$ cat config.mk
export PLATFORM = sky130hd
export DESIGN_NAME = wb_master_bridge
export DESIGN_NICKNAME = d
export VERILOG_FILES = /design/src/rtl/wb_master_bridge_pkg.sv /design/src/rtl/wb_master_bridge_lane_align.sv /design/src/rtl/wb_master_bridge.sv
export SDC_FILE = /design/constraint.sdc
export NUM_CORES = 1
export LEC_CHECK = 0
export CAP_MARGIN = 20
export CELL_PAD_IN_SITES_DETAIL_PLACEMENT = 1
export CELL_PAD_IN_SITES_GLOBAL_PLACEMENT = 1
export CORE_UTILIZATION = 28
export DETAILED_ROUTE_END_ITERATION = 8
export PLACE_DENSITY_LB_ADDON = 0.1
export SLEW_MARGIN = 10
export SYNTH_ARGS = -nofsm -noshare
export SYNTH_HDL_FRONTEND = slang
export SYNTH_HIERARCHICAL = 1
export SYNTH_SLANG_ARGS = --single-unit
$ cat constraint.sdc
create_clock -name clk_i -period 2.1 [get_ports clk_i]
set_input_delay 0.525 -clock clk_i [delete_from_list [all_inputs] [get_ports clk_i]]
set_output_delay 0.525 -clock clk_i [all_outputs]
set_load 0.02 [all_outputs]
$ cat src/rtl/wb_master_bridge_pkg.sv
// Shared encodings for the Wishbone master bridge: access sizes, FSM states
// and the alignment rule that decides whether a request ever reaches the bus.
package wb_master_bridge_pkg;

    localparam logic [1:0] SZ_BYTE = 2'd0;
    localparam logic [1:0] SZ_HALF = 2'd1;
    localparam logic [1:0] SZ_WORD = 2'd2;
    localparam logic [1:0] SZ_RSVD = 2'd3;

    localparam logic [1:0] ST_IDLE = 2'd0;
    localparam logic [1:0] ST_BUS  = 2'd1;
    localparam logic [1:0] ST_RESP = 2'd2;

    // True when the request must be answered with an error and no bus cycle.
    function automatic logic req_bad(input logic [1:0] size, input logic [1:0] off);
        logic bad;
        bad = 1'b1;
        case (size)
            SZ_BYTE: bad = 1'b0;
            SZ_HALF: bad = off[0];
            SZ_WORD: bad = (off != 2'b00);
            default: bad = 1'b1;
        endcase
        return bad;
    endfunction

endpackage

$ cat src/rtl/wb_master_bridge_lane_align.sv
// Big-endian byte-lane steering: byte enables and replicated write data toward
// the bus, and lane extraction plus sign/zero extension of returned load data.
module wbm_lane_align
    import wb_master_bridge_pkg::*;
(
    input  logic [1:0]  size_i,
    input  logic [1:0]  off_i,
    input  logic        sext_i,
    input  logic [31:0] wdata_i,
    input  logic [31:0] bus_dat_i,
    output logic [3:0]  sel_o,
    output logic [31:0] dat_o,
    output logic [31:0] rdata_o
);

    logic [7:0]  lane_b;
    logic [15:0] lane_h;

    always_comb begin
        sel_o = 4'b0000;
        dat_o = wdata_i;
        case (size_i)
            SZ_BYTE: begin
                sel_o = 4'b1000 >> off_i;
                dat_o = {4{wdata_i[7:0]}};
            end
            SZ_HALF: begin
                sel_o = off_i[1] ? 4'b0011 : 4'b1100;
                dat_o = {2{wdata_i[15:0]}};
            end
            SZ_WORD: begin
                sel_o = 4'b1111;
                dat_o = wdata_i;
            end
            default: begin
                sel_o = 4'b0000;
                dat_o = wdata_i;
            end
        endcase
    end

    // Byte offset 0 lives in the most significant lane.
    always_comb begin
        lane_b  = bus_dat_i[31:24];
        lane_h  = off_i[1] ? bus_dat_i[15:0] : bus_dat_i[31:16];
        rdata_o = 32'h0;
        case (off_i)
            2'd0:    lane_b = bus_dat_i[31:24];
            2'd1:    lane_b = bus_dat_i[23:16];
            2'd2:    lane_b = bus_dat_i[15:8];
            default: lane_b = bus_dat_i[7:0];
        endcase
        case (size_i)
            SZ_BYTE: rdata_o = {{24{sext_i & lane_b[7]}}, lane_b};
            SZ_HALF: rdata_o = {{16{sext_i & lane_h[15]}}, lane_h};
            SZ_WORD: rdata_o = bus_dat_i;
            default: rdata_o = 32'h0;
        endcase
    end

endmodule

$ cat src/rtl/wb_master_bridge.sv
// CPU load/store to classic single-beat Wishbone initiator, one transfer in flight.
// Define WBM_TIMEOUT_EN to abort a bus cycle left unacknowledged for TIMEOUT_CYCLES.
module wb_master_bridge
    import wb_master_bridge_pkg::*;
#(
    parameter int TIMEOUT_CYCLES = 256
) (
    input  logic        clk_i,
    input  logic        rst_i,
    input  logic        req_i,
    input  logic        we_i,
    input  logic [1:0]  size_i,
    input  logic        sext_i,
    input  logic [31:0] addr_i,
    input  logic [31:0] wdata_i,
    output logic [31:0] rdata_o,
    output logic        done_o,
    output logic        err_o,
    output logic        busy_o,
    output logic        cyc_o,
    output logic        stb_o,
    output logic        we_o,
    output logic [3:0]  sel_o,
    output logic [31:0] adr_o,
    output logic [31:0] dat_o,
    input  logic [31:0] dat_i,
    input  logic        ack_i
);

    logic [1:0]  state_q, state_d;
    logic        we_q, sext_q, err_q;
    logic [1:0]  size_q;
    logic [31:0] addr_q, wdata_q, rdata_q;
    logic [3:0]  sel_w;
    logic [31:0] dat_w, rdata_ext_w;
    logic        timeout_hit;

    wbm_lane_align u_align (
        .size_i    (size_q),
        .off_i     (addr_q[1:0]),
        .sext_i    (sext_q),
        .wdata_i   (wdata_q),
        .bus_dat_i (dat_i),
        .sel_o     (sel_w),
        .dat_o     (dat_w),
        .rdata_o   (rdata_ext_w)
    );

`ifdef WBM_TIMEOUT_EN
    localparam int TW = (TIMEOUT_CYCLES > 1) ? $clog2(TIMEOUT_CYCLES) : 1;
    logic [TW-1:0] to_cnt_q;

    always_ff @(posedge clk_i) begin
        if (rst_i || state_d != ST_BUS) begin
            to_cnt_q <= '0;
        end else if (state_q == ST_BUS) begin
            to_cnt_q <= to_cnt_q + 1'b1;
        end
    end

    // An ack on the terminal cycle still completes normally.
    assign timeout_hit = (state_q == ST_BUS) && !ack_i &&
                         (to_cnt_q == TW'(TIMEOUT_CYCLES - 1));
`else
    logic unused_timeout;
    assign unused_timeout = (TIMEOUT_CYCLES == 0);
    assign timeout_hit    = 1'b0;
`endif

    always_ff @(posedge clk_i) begin
        if (rst_i) begin
            state_q <= ST_IDLE;
            we_q    <= 1'b0;
            size_q  <= SZ_BYTE;
            sext_q  <= 1'b0;
            addr_q  <= 32'h0;
            wdata_q <= 32'h0;
            err_q   <= 1'b0;
            rdata_q <= 32'h0;
        end else begin
            state_q <= state_d;
            if (state_q == ST_IDLE && req_i) begin
                we_q    <= we_i;
                size_q  <= size_i;
                sext_q  <= sext_i;
                addr_q  <= addr_i;
                wdata_q <= wdata_i;
                err_q   <= req_bad(size_i, addr_i[1:0]);
                rdata_q <= 32'h0;
            end else if (state_q == ST_BUS) begin
                if (ack_i) begin
                    rdata_q <= we_q ? 32'h0 : rdata_ext_w;
                end else if (timeout_hit) begin
                    err_q   <= 1'b1;
                    rdata_q <= 32'h0;
                end
            end
        end
    end

    always_comb begin
        state_d = state_q;
        case (state_q)
            ST_IDLE: if (req_i) state_d = req_bad(size_i, addr_i[1:0]) ? ST_RESP : ST_BUS;
            ST_BUS:  if (ack_i || timeout_hit) state_d = ST_RESP;
            ST_RESP: state_d = ST_IDLE;
            default: state_d = ST_IDLE;
        endcase
    end

    // Bus outputs come only from state and request registers, never from req_i.
    always_comb begin
        cyc_o   = 1'b0;
        stb_o   = 1'b0;
        we_o    = 1'b0;
        sel_o   = 4'b0000;
        adr_o   = 32'h0;
        dat_o   = 32'h0;
        busy_o  = 1'b0;
        done_o  = 1'b0;
        err_o   = 1'b0;
        rdata_o = 32'h0;
        if (state_q == ST_BUS) begin
            cyc_o  = 1'b1;
            stb_o  = 1'b1;
            we_o   = we_q;
            sel_o  = sel_w;
            adr_o  = {addr_q[31:2], 2'b00};
            dat_o  = dat_w;
            busy_o = 1'b1;
        end
        if (state_q == ST_RESP) begin
            done_o  = 1'b1;
            err_o   = err_q;
            rdata_o = rdata_q;
        end
    end

endmodule

# Word-level counts from Yosys, hierarchy flattened
# Index checks and enable logic that the tools add are counted.
[classes]
add_sub_neg = 0
mul = 0
n_div = 0
magnitude_cmp = 0
n_eq_ne = 10
n_shift = 1
mux = 22
n_bitwise = 2
reduce_logical = 9
[op_table]
columns = ["operator", "count"]
rows = [
  ["$mux W32", 4],
  ["$pmux W32 S3", 1],
  ["$pmux W32 S2", 1],
  ["$pmux W8 S3", 1],
  ["$mux W16", 1],
  ["$pmux W4 S3", 1],
  ["$eq A2 B1 Y1 const B", 4],
  ["$eq A2 B2 Y1 const B", 4],
  ["$logic_not A2 Y1", 4],
  ["$mux W4", 2],
  ["$mux W1", 6],
  ["$mux W2", 3],
  ["$ne A2 B2 Y1 const B", 2],
  ["$pmux W2 S2", 1],
  ["$reduce_and A2 Y1", 2],
  ["$shr A4 B2 Y4 const A", 1],
  ["$pmux W1 S3", 1],
  ["$and A1 B1 Y1", 2],
  ["$reduce_bool A2 Y1", 1],
  ["$reduce_or A2 Y1", 1],
  ["$logic_and A1 B1 Y1", 1],
]
[totals]
ff_bits = 103
latchBits = 0
ramBits = 0
rom_bits = 0
word_cells = 52
mem_count = 0

# Longest topological paths before layout
[logic_depth]
word_depth = 7
depth_mapped = 9
mapped_depth_nobuf = 5

# By module
# Netlist, hierarchy kept.
[by_module_without_submodules]
columns = ["mod", "n_inst", "cells_each", "area_per_inst_um2"]
rows = [
  ["wb_master_bridge", 1, 572, 4414.2],
  ["wbm_lane_align", 1, 154, 1128.6],
]

# Worst setup path after synthesis
# OpenSTA, ideal clock, no wires.
[synth_timing]
path_type = "register -> output"
startpoint = "reg size_q[1]"
endpoint = "out sel_o[2]"
arrival_time_ns = 1.596
t_required_ns = 1.575
path_slack_ns = -0.021
stages_incl_launch_ff = 7
path_buffers = 3
cell_sequence = "dfxtp_1 -> clkbuf_1 -> nor2b_1 -> clkbuf_1 -> clkbuf_1 -> or2_2 -> and2_1"
[synth_via]
elab_chain_cells = 3
[synth_rtl]
columns = ["element", "line", "rtl"]
rows = [
  ["start, declared", "wb_master_bridge.sv:32", "logic [1:0] size_q;"],
  ["start signal, assigned", "wb_master_bridge.sv:84", "size_q <= size_i;"],
  ["$eq A2 B2 Y1 (tied with other cells)", "wb_master_bridge_lane_align.sv:22", "case (size_i)"],
  ["$pmux W4 S3 (*)", "wb_master_bridge_lane_align.sv:22", ""],
  ["via sel_w[2]", "wb_master_bridge.sv:34", "logic [3:0] sel_w;"],
  ["$mux W4 (*)", "wb_master_bridge.sv:123", "if (state_q == ST_BUS) begin"],
  ["end, declared", "wb_master_bridge.sv:23", "output logic [3:0] sel_o,"],
]
# Mark *: on every way through the listed nets, which the timed path passes. The rest lies on a longest branch.

# Worst setup path after layout
[layout_timing]
startpoint = "reg size_q[0]"
endpoint = "out dat_o[10]"
[layout_via]
elab_chain_cells = 3
[layout_rtl]
columns = ["element", "line", "rtl"]
rows = [
  ["$eq A2 B1 Y1 or $logic_not A2 Y1 (tied branches)", "wb_master_bridge_lane_align.sv:22", ""],
  ["$pmux W32 S2 (*)", "wb_master_bridge_lane_align.sv:22", ""],
  ["via dat_w[10]", "wb_master_bridge.sv:35", "logic [31:0] dat_w, rdata_ext_w;"],
  ["$mux W32 (*)", "wb_master_bridge.sv:123", ""],
  ["end, declared", "wb_master_bridge.sv:25", "output logic [31:0] dat_o,"],
]
# Marked as above.

==> impl_results.md <==
- Clock network latency to the later pin of the worst-skew pair: 0.35 ns
- Synth warnings: 6
- Fraction of final layout cells sized beyond drive strength 1: 27.2%
- Initial Util: 28.5%
- Die area: 20400 sq um
- Die width: 143 um
- Classification of the worst setup path: flop to output port
- Syn Inst Count: 726
- Site Rows: 51
- Number of antenna violations at the first check in global routing: 1
- Number of global-route vias before repair: 5982
- Pins Over Slew Limit: 0
- Count of final hold-check violations: 0
- Number of nets in the layout: 1045
- Hold crit path type: flop to flop
- Total standard cell area after synthesis: 5540 sq um
- Instance area at placement: 8000 sq um
- Aggregate global routing overflow: 0
- Highest Clock Rate: 0.460 GHz
- Number of buffers inserted during clock tree synthesis: 9
- Average footprint of a synthesized cell: 7.63 sq um
- Port Buffers: 207
- Total power divided by cell area: 569 nW/um^2
- Number of vias after detailed routing: 5805
- Final WL: 20900 um
- Final worst hold slack: 0.451 ns
- Fraction of synthesized cell area taken by the top area cell type: 37.2%
- DRC: 0
- Num ports: 210
- Height of the chip: 143 um
- Area contributors post-synth: sky130_fd_sc_hd__dfxtp_1 (37%), sky130_fd_sc_hd__nand2_1 (13%), sky130_fd_sc_hd__and2_1 (11%)
- Startpoint kind of the worst setup timing path: flop
- Most common library cell in the layout ignoring fill and taps: sky130_fd_sc_hd__nand2_1
- Detailed-route wire length per cell: 17.2 um
- Clock Pin Slew Worst Setup and Hold Paths: 0.07 ns
- Fraction of the cycle the final worst path needs: 103%
- DP Wirelength: 14400 um
- Maximum resistive drop on vdd: 0.000370 V
- Via/cell ratio: 4.79
- Final Wtd Congestion: 0.804
- Buffers from clock root to sink, at most: 2
- Number of design-rule violations left by the first detailed-router iteration: 179
- Number of setup violations in the final report: 20
- Clock tree from TritonCTS: built
- Sequential area share after synthesis: 37.2%
- Pre-antenna DRT Iters: 4
- Leakage: 3.60 nW
- Num Clock Sinks: 103
- Cell repeated most along the worst path: sky130_fd_sc_hd__buf_6
- CP endpoint kind: output port
- Area of the placeable core: 19500 sq um
- Summed area of non-filler cells in the final layout: 8720 sq um
- CP max FO: 7
- RSZ-0062 raised after global routing: true
- Area added between synthesis and finish: 57.4%
- Hold path cells: 2
- Data required, critical path: 1.57 ns
- CTS Root Cell: sky130_fd_sc_hd__clkbuf_16
- Hold buffer count at cts: 0
- Stage delay of the slowest cell on the critical path: 0.37 ns
- Global-route wire length before repair: 32100 um
- Level count of the clock H-tree: 3
- Worst setup skew after layout: 0.0114 ns
- Layout filler cell count: 2331
- Max-cap check violation count: 0
- Most frequent cells in the layout: sky130_fd_sc_hd__nand2_1 (192), sky130_fd_sc_hd__a21oi_1 (105), sky130_fd_sc_hd__clkdlybuf4s50_1 (102)
- CP max stage cell: sky130_fd_sc_hd__dfxtp_4
- Synth unique cells: 35
- GRT Resource Usage Total: 20.4%
- Cell taking the most area after synthesis: sky130_fd_sc_hd__dfxtp_1
- Data arrival time of the critical path: 1.65 ns
- Register bit total from synthesis: 103
- Path depth of the worst reg2reg path: 7
- Cells along the critical path: nor2_4 > buf_6 > buf_6 > mux2_4 > and2_4 > buf_6
- Failing checks: setup timing
- Clock period minus final worst setup slack: 2.17 ns
- Result of the run: finished, violations left
- Maximum number of pins on one net before global-route repair: 43
- Setup slack of the critical path after layout: -0.0723 ns
- Remaining number of nets flagged by the antenna check after routing: 0
## layout make-up
cell class              count  area, sq um  area share [%]
multi-input cells         547         3290            37.7
repair buffers            279         2760            31.6
flip-flops and latches    103         2070            23.8
well taps                 265          332            3.80
clock buffers              12          236            2.71
clock inverters             4         30.0           0.344
inverters                   1         3.75          0.0430
diodes                      1         2.50          0.0287
## metal layers
metal	share of wire [%]	vias up	track usage (%)
met4	0.90	0	4.81
met5	0	-	0
met2	49	151	35.2
li1	-	2830	-
met1	44	2812	25.6
met3	6.1	12	4.53
## logic make-up (layout without fill, tap and decap cells)
family                 count (synthesis)  after routing  share of synthesized area (%)
buffers and inverters                 77            296                           7.07
muxes                                 35             35                           7.09
other                                  1              3                         0.0677
DFF                                  103            103                           37.2
AOI/OAI and AO/OA                    151            151                           15.9
and+or+nand+nor                      359            359                           32.7
## worst max-delay path, delay by kind of cell (launching register included)
kind | cells | cell delay [ns]
and+or+nand+nor | 2 | 0.26
DFF | 1 | 0.37
muxes | 1 | 0.29
buffers and inverters | 3 | 0.38
## worst paths after layout
check / slack, ns / start / end
hold reg to reg: 0.45 / rdata_q[10] / rdata_q[10]
setup reg to reg: 0.11 / addr_q[1] / rdata_q[25]
hold / removal: 0.45 / rdata_q[10] / rdata_q[10]
setup / recovery: -0.07 / size_q[0] / dat_o[10]
## flip-flops by register name, summed over array words and instances (netlist names)
register  flops
sext_q        1
we_q          1
rdata_q      32
size_q        2
addr_q       32
err_q         1
state_q       2
wdata_q      32
## power by group
| group | leakage (nW) | internal (W) | switching, W |
|---|---|---|---|
| sequential | 0.844 | 0.00205 | 0.0000759 |
| clock | 0.128 | 0.000814 | 0.000775 |
| combinational | 2.62 | 0.000658 | 0.000584 |
## cells in the mapped netlist
cell,n
sky130_fd_sc_hd__a211o_1,16
sky130_fd_sc_hd__a21oi_1,106
sky130_fd_sc_hd__a221o_1,8
sky130_fd_sc_hd__a32o_1,1
sky130_fd_sc_hd__and2_1,100
sky130_fd_sc_hd__and2b_1,1
sky130_fd_sc_hd__and3_1,2
sky130_fd_sc_hd__and3b_1,1
sky130_fd_sc_hd__buf_1,3
sky130_fd_sc_hd__buf_2,16
sky130_fd_sc_hd__buf_4,12
sky130_fd_sc_hd__buf_6,5
sky130_fd_sc_hd__clkbuf_1,40
sky130_fd_sc_hd__conb_1,1
sky130_fd_sc_hd__dfxtp_1,103
sky130_fd_sc_hd__inv_1,1
sky130_fd_sc_hd__mux2_2,24
sky130_fd_sc_hd__mux2i_1,10
sky130_fd_sc_hd__mux4_2,1
sky130_fd_sc_hd__nand2_1,192
sky130_fd_sc_hd__nand2b_1,2
sky130_fd_sc_hd__nand3_1,1
sky130_fd_sc_hd__nand3b_1,34
sky130_fd_sc_hd__nor2_1,3
sky130_fd_sc_hd__nor2_2,1
sky130_fd_sc_hd__nor2b_1,12
sky130_fd_sc_hd__nor3_1,4
sky130_fd_sc_hd__nor3b_2,1
sky130_fd_sc_hd__o211ai_1,7
sky130_fd_sc_hd__o21ai_0,12
sky130_fd_sc_hd__o21ai_2,1
sky130_fd_sc_hd__or2_2,1
sky130_fd_sc_hd__or3_1,2
sky130_fd_sc_hd__or3b_1,1
sky130_fd_sc_hd__or4b_1,1
## metrics by stage
step                      setup slack (ns)  utilization (%)  cells  TNS [ns]  power (W)
after floorplan                     0.0367                -    727         0    0.00272
after global placement              -0.267             41.1   1167     -6.24    0.00321
after detailed placement            -0.314             41.1   1167     -7.70    0.00324
after CTS                           -0.178             43.6   1205     -1.19    0.00495
after global routing                -0.119             44.8   1211     -1.86    0.00522
final                              -0.0723             44.8   1212    -0.667    0.00496
## timing repair
item / in CTS / in global routing
pin swaps: 10 / 4
hold endpoints to repair: 0 / 0
buffers inserted: 20 / 5
setup endpoints to repair: 120 / 78
resized for setup: 439 / 111
gates cloned: 2 / 3
(Power assumes the default switching activity.)
